## src/rtl/phase_sequencer.sv

```systemverilog
// Four-phase lights sequencer feeding the millisecond delay stage; each phase is a pattern plus a dwell.
// All outputs registered (one edge from decision to output); waits on go in RUN, abort returns to idle next edge.
`timescale 1ns/1ps
module phase_sequencer #(
  parameter int                 LIGHT_W = 3,
  parameter logic [11:0]        T0      = 12'd500,
  parameter logic [11:0]        T1      = 12'd100,
  parameter logic [11:0]        T2      = 12'd500,
  parameter logic [11:0]        T3      = 12'd0,
  parameter logic [LIGHT_W-1:0] P0      = 3'b100,
  parameter logic [LIGHT_W-1:0] P1      = 3'b010,
  parameter logic [LIGHT_W-1:0] P2      = 3'b001,
  parameter logic [LIGHT_W-1:0] P3      = 3'b000
) (
  input  logic               clk,
  input  logic               reset,
  input  logic               start,
  input  logic               abort,
  input  logic               loop,
  input  logic               go,
  output logic               enable,
  output logic [11:0]        cycles,
  output logic [LIGHT_W-1:0] lights,
  output logic [1:0]         phase,
  output logic               busy,
  output logic               done
);

  typedef enum logic [1:0] {IDLE, LOAD, RUN, DONE} state_t;

  state_t               state, state_nxt;
  logic [1:0]           load_k;
  logic                 enable_nxt, busy_nxt, done_nxt;
  logic [11:0]          cycles_nxt;
  logic [LIGHT_W-1:0]   lights_nxt;
  logic [1:0]           phase_nxt;

  logic [3:0] live, above;
  logic       first_ok, next_ok;
  logic [1:0] first_k, next_k;

  // Returns {found, index} of the lowest set bit.
  function automatic logic [2:0] lowest(input logic [3:0] m);
    logic [2:0] r;
    r = 3'b000;
    for (int i = 3; i >= 0; i--) begin
      if (m[i]) r = {1'b1, 2'(i)};
    end
    return r;
  endfunction

  function automatic logic [11:0] dwell(input logic [1:0] k);
    case (k)
      2'd0:    return T0;
      2'd1:    return T1;
      2'd2:    return T2;
      default: return T3;
    endcase
  endfunction

  function automatic logic [LIGHT_W-1:0] pattern(input logic [1:0] k);
    case (k)
      2'd0:    return P0;
      2'd1:    return P1;
      2'd2:    return P2;
      default: return P3;
    endcase
  endfunction

  // Zero-dwell phases are removed from every search so they are never entered.
  assign live  = {T3 != 12'd0, T2 != 12'd0, T1 != 12'd0, T0 != 12'd0};
  assign above = live & (4'b1110 << phase);
  assign {first_ok, first_k} = lowest(live);
  assign {next_ok, next_k}   = lowest(above);

  always_comb begin
    state_nxt  = state;
    load_k     = first_k;
    enable_nxt = 1'b0;
    cycles_nxt = '0;
    lights_nxt = '0;
    phase_nxt  = '0;
    busy_nxt   = 1'b0;
    done_nxt   = 1'b0;

    case (state)
      IDLE: begin
        if (start && !abort) state_nxt = first_ok ? LOAD : DONE;
      end
      LOAD: begin
        // go may still be high from the previous phase, so it is not looked at here.
        state_nxt = abort ? IDLE : RUN;
      end
      RUN: begin
        if (abort) begin
          state_nxt = IDLE;
        end else if (go) begin
          if (next_ok) begin
            state_nxt = LOAD;
            load_k    = next_k;
          end else if (loop) begin
            state_nxt = LOAD;
          end else begin
            state_nxt = DONE;
          end
        end
      end
      default: state_nxt = IDLE;
    endcase

    case (state_nxt)
      LOAD: begin
        cycles_nxt = dwell(load_k);
        lights_nxt = pattern(load_k);
        phase_nxt  = load_k;
        busy_nxt   = 1'b1;
      end
      RUN: begin
        enable_nxt = 1'b1;
        cycles_nxt = cycles;
        lights_nxt = lights;
        phase_nxt  = phase;
        busy_nxt   = 1'b1;
      end
      DONE:    done_nxt = 1'b1;
      default: ;
    endcase
  end

  always_ff @(posedge clk or posedge reset) begin
    if (reset) begin
      state  <= IDLE;
      enable <= 1'b0;
      cycles <= '0;
      lights <= '0;
      phase  <= '0;
      busy   <= 1'b0;
      done   <= 1'b0;
    end else begin
      state  <= state_nxt;
      enable <= enable_nxt;
      cycles <= cycles_nxt;
      lights <= lights_nxt;
      phase  <= phase_nxt;
      busy   <= busy_nxt;
      done   <= done_nxt;
    end
  end

endmodule

```

## config.mk

```make
export PLATFORM = sky130hd
export DESIGN_NAME = phase_sequencer
export DESIGN_NICKNAME = d
export VERILOG_FILES = /design/src/rtl/phase_sequencer.sv
export SDC_FILE = /design/constraint.sdc
export NUM_CORES = 1
export LEC_CHECK = 0
export BUFFER_PORTS_ARGS = -buffer_cell sky130_fd_sc_hd__buf_2
export CAP_MARGIN = 15
export CORE_MARGIN = 5
export CORE_UTILIZATION = 45
export CTS_CLUSTER_SIZE = 28
export DETAILED_ROUTE_END_ITERATION = 10
export GPL_TIMING_DRIVEN = 0
export PLACE_DENSITY = 0.84
export SYNTH_ARGS = -nofsm -noshare
export SYNTH_HDL_FRONTEND = slang
export SYNTH_SLANG_ARGS = --single-unit
```

## constraint.sdc

```tcl
create_clock -name clk -period 2.5 [get_ports clk]
set_input_delay 0.5 -clock clk [delete_from_list [all_inputs] [get_ports clk]]
set_output_delay 0.5 -clock clk [all_outputs]
set_load 0.03 [all_outputs]
```

Yosys cells after proc, flatten, opt, wreduce, memory -nomap -nowiden
Index checks and enable logic that the tools add are counted.
Storage, ports and cells
  word-level logic and storage cells: 43
  register bits after elaboration: 22
  output and inout port bits: 20
Cells by class
  reduce and logical (&&, ||, !) cells: 6
  shifts and indexed selects: 1
  muxes and demuxes: 22
  equal/unequal tests: 7
Operators by type and width (count)
  $pmux 12 s2: 1
  $mux 2: 10
  $pmux 9 s2: 1
  $mux 3: 3
  $pmux 3 s3: 1
  $eq 2x2->1 const B: 4
  $eq 2x1->1 const B: 3
  $pmux 2 s3: 1
  $pmux 3 s2: 1
  $logic_not 2->1: 2
  $pmux 2 s2: 1
  $reduce_or 2->1: 2
  $shl 4x2->3 const A: 1
  $mux 1: 3
  $logic_and 1x1->1: 1
  $logic_not 1->1: 1

Logic depth before layout (Yosys ltp)
  depth after elaboration: 12
  gate-level depth with buffers: 8
  gate-level depth less buffers: 7

Least setup slack after synthesis
No wires, ideal clock.
  path type: input-to-reg
  start point: in go
  end point: reg cycles[7]
  arrival time: 1.787 ns
  cell stages on the path: 7
  setup slack: 0.584 ns
  required time: 2.371 ns
  buffers on the path: 1
  path through: mux2i_1 or3_1 ha_1 buf_6 nor4_4 and3_1 a22oi_1
Between the ends
  word-level cells in the longest chain between the ends: 7
  elaborated cells between the ends (all ways): 14
  those cells by class: eq/ne: 4; mux: 8; reduce/logical: 2
RTL lines
  from (decl): RTL line 20  | input logic go,
  $mux 2: RTL line 97  | end else if (go) begin
  $mux 2: RTL line 95  | if (abort) begin
  $mux 2: RTL line 86  | case (state)
  $eq 2x2->1 / $logic_not 2->1 (equally long branches): RTL line 53  | case (k)
  $reduce_or 2->1 (no source line)
  $pmux 9 s2: RTL line 53
  $pmux 12 s2: RTL line 111  | case (state_nxt)
  to (signal assigned): RTL line 142  | cycles <= cycles_nxt;
  to (decl): RTL line 22  | output logic [11:0] cycles,
Several ways; a longest one is shown, not always the timed one. The select of a mux whose other input is x is not followed.
A chain may end at the register's enable or synchronous reset.

Final worst setup path
  start point: reg state[1]
  end point: reg phase[0]
Between the ends
  word-level cells in the longest chain between the ends: 5
  elaborated cells between the ends (all ways): 11
  those cells by class: eq/ne: 4; mux: 6; reduce/logical: 1
RTL lines
  from (decl): RTL line 31  | state_t state, state_nxt;
  from (signal assigned): RTL line 140  | state <= state_nxt;
  $mux 2: RTL line 97
  $mux 2: RTL line 95
  $pmux 2 s3: RTL line 86
  $eq 2x2->1 / $eq 2x1->1 (equally long branches): RTL line 111
  $pmux 2 s2: RTL line 111
  to (signal assigned): RTL line 144  | phase <= phase_nxt;
  to (decl): RTL line 24  | output logic [1:0] phase,
Several ways; a longest one is shown, not always the timed one.

==> impl_metrics.ini <==
[status]
status = finished clean

[logic_synthesis]
ys_seq_area_share_pct = 48.7
synth_area_leader_cell = dfrtp_1
yosysUniqueCellTypes = 19
synth_top_area_share_pct = 48.7
synth_area_leaders = dfrtp_1, buf_4, ha_1
syn_area_um2 = 617
syn_inst = 58
synth-edff-count = 0
synthFlopType = dfrtp_1
synth_seq_cells = 12
ys_async_sr_fraction_pct = 100
ys_warn_count = 0
avgSynthCellArea_um2 = 10.6

[final_layout]
fill_cells = 135
stdcell_area_um2 = 772
antenna_cells = 0
final_common_cell = buf_2
layout_common_cells = buf_2, dfrtp_1, buf_4, nand2_1, conb_1
multi_input_area_um2 = 230
seq_area_um2 = 300
drive_gt1_share_pct = 41.2
syn2layout_area_growth_pct = 25.2
fin_nets = 97

[pwr]
ir_worst_vdd_mv = 0.406
p_per_area_mw_per_mm2 = 558
p_leak_nw = 0.466

[floorplan]
initial_utilization_pct = 47.4
core_mm2 = 0.00130
die_area_mm2 = 0.00221
rows = 13
die_h_um = 47.0
ios = 26
die_x_um = 47.0

[placement]
postPlaceCellArea_um2 = 749
hpwl_um = 854
io_buffers = 19
dp_slack_ns = 0.357
gp_congestion = 0.799

[critical_path]
path_max_fanout = 9
cp-start-kind = flop
crit_type = flop to flop
rr_startpoint = state[1]$_DFF_PP0_
worstPathArrival_ns = 2.19
cp.required_ns = 2.68
endpoint_kind = flop
cp-startpoint = state[1]$_DFF_PP0_

[timing]
hold_violations = 0
final.min_clock_period_ns = 2.01
rsz0062_at_grt = no
max_freq_ghz = 0.497
layout_setup_ws_ns = 0.489
slew_violations = 0
skew_ns = 0.00934
hold_slack_ns = 0.220
setup_viol = 0
fin_crit_sh_pct = 80.4
tns_ns = 0

[routing]
drt_wl_total_um = 1070
drt-initial-drc-count = 7
drc_errors = 0
dr.pass1.iters = 4
routedWlPerCell_um = 10.7
vias = 441
ant_nets = 0
viasPerCell = 4.41

[global_routing]
grt_max_degree = 13
grt_pass1_wl_um = 1720
grt_pass1_vias = 394
antenna_found_initial = 0
gr-usage-all-layers_pct = 11.5
grt-ovfl-total = 0

[flow_run]
cap_violations = 0

[clock_tree]
postCtsSetupRepairBufs = 0
cts_made_buffers = 3
cts_buffer_depth = 2
cts_resized = 0
clock_sinks = 12
cts_tree = yes
htreeDepth = 1
postCtsHoldBufs = 0
path_clk_slew_ns = 0.07
cts_root_buf = clkbuf_4
insertion_delay_ns = 0.27

[worst_hold_path]
hold_class = primary input to asynchronous set/reset pin
==> routing by layer <==
metal / GRT usage, % / wire, µm / up-vias
met1: 13.8 / 415 / 189
met2: 18.7 / 531 / 21
met5: 0 / 0 / -
li1: - / - / 231
met4: 6.63 / 0 / 0
met3: 2.68 / 122 / 0
==> layout make-up <==
class	instances	area share, %
Multi-Input combinational cell	35	29.8
Tap cell	15	2.43
Inverter	5	2.43
Buffer	11	11.2
Clock buffer	3	2.92
Timing Repair Buffer	19	12.3
Sequential cell	12	38.9
==> flip-flops by register name, summed over array words and instances, names as in the netlist <==
register	cells
cycles	2
phase	2
lights	3
done	1
state	2
busy	1
enable	1
==> through the flow <==
| stage | std cells | total power [mW] | utilization, % |
|---|---|---|---|
| after global routing | 100 | 0.459 | 59.3 |
| after global placement | 97 | 0.320 | 57.6 |
| final | 100 | 0.431 | 59.3 |
| after CTS | 100 | 0.439 | 59.3 |
| after floorplan | 63 | 0.297 | - |
| after detailed placement | 97 | 0.323 | 57.6 |
==> Yosys cell counts (2+ instances only) <==
cell,n
o21ai_1,4
dfrtp_1,12
nand2_1,8
inv_1,5
ha_1,4
a21oi_1,2
nor3b_1,2
buf_4,10
==> logic make-up (layout without fill, tap and decap cells) <==
kind of cell | count (synthesis) | after routing | synth area share, %
and+or+nand+nor | 15 | 15 | 15.8
muxes | 1 | 1 | 1.62
AOI/OAI and AO/OA | 9 | 9 | 8.11
buffers and inverters | 16 | 38 | 17.0
other | 1 | 6 | 0.608
adders and majority gates | 4 | 4 | 8.11
DFF | 12 | 12 | 48.7
==> where the power goes <==
part	switching, mW	internal [mW]	total, mW
Combinational	0.0680	0.0381	0.106
Clock	0.0575	0.0556	0.113
Sequential	0.00747	0.204	0.212
==> final timing paths <==
| path | end | slack (ns) | cells past startpoint |
|---|---|---|---|
| setup / recovery | phase[0]$_DFFE_PP0P_ | 0.49 | 7 |
| hold / removal | lights[0]$_DFFE_PP0P_ | 0.22 | 2 |
| setup reg to reg | phase[0]$_DFFE_PP0P_ | 0.49 | 7 |
| hold reg to reg | lights[1]$_DFFE_PP0P_ | 0.49 | 2 |
| max in group asynchronous | done$_DFF_PP0_ | 1.97 | 2 |
| min in group clk | lights[1]$_DFFE_PP0P_ | 0.49 | 2 |
==> worst max-delay path, stage by stage, from the launching register on <==
cell     delay, ns
dfrtp_1       0.44
mux2i_1       0.13
or3_1         0.36
ha_1          0.23
buf_6         0.14
nor4_4        0.29
nand4_2       0.18
o21ai_1       0.16
Note: power is estimated with default switching activity, not from simulation.
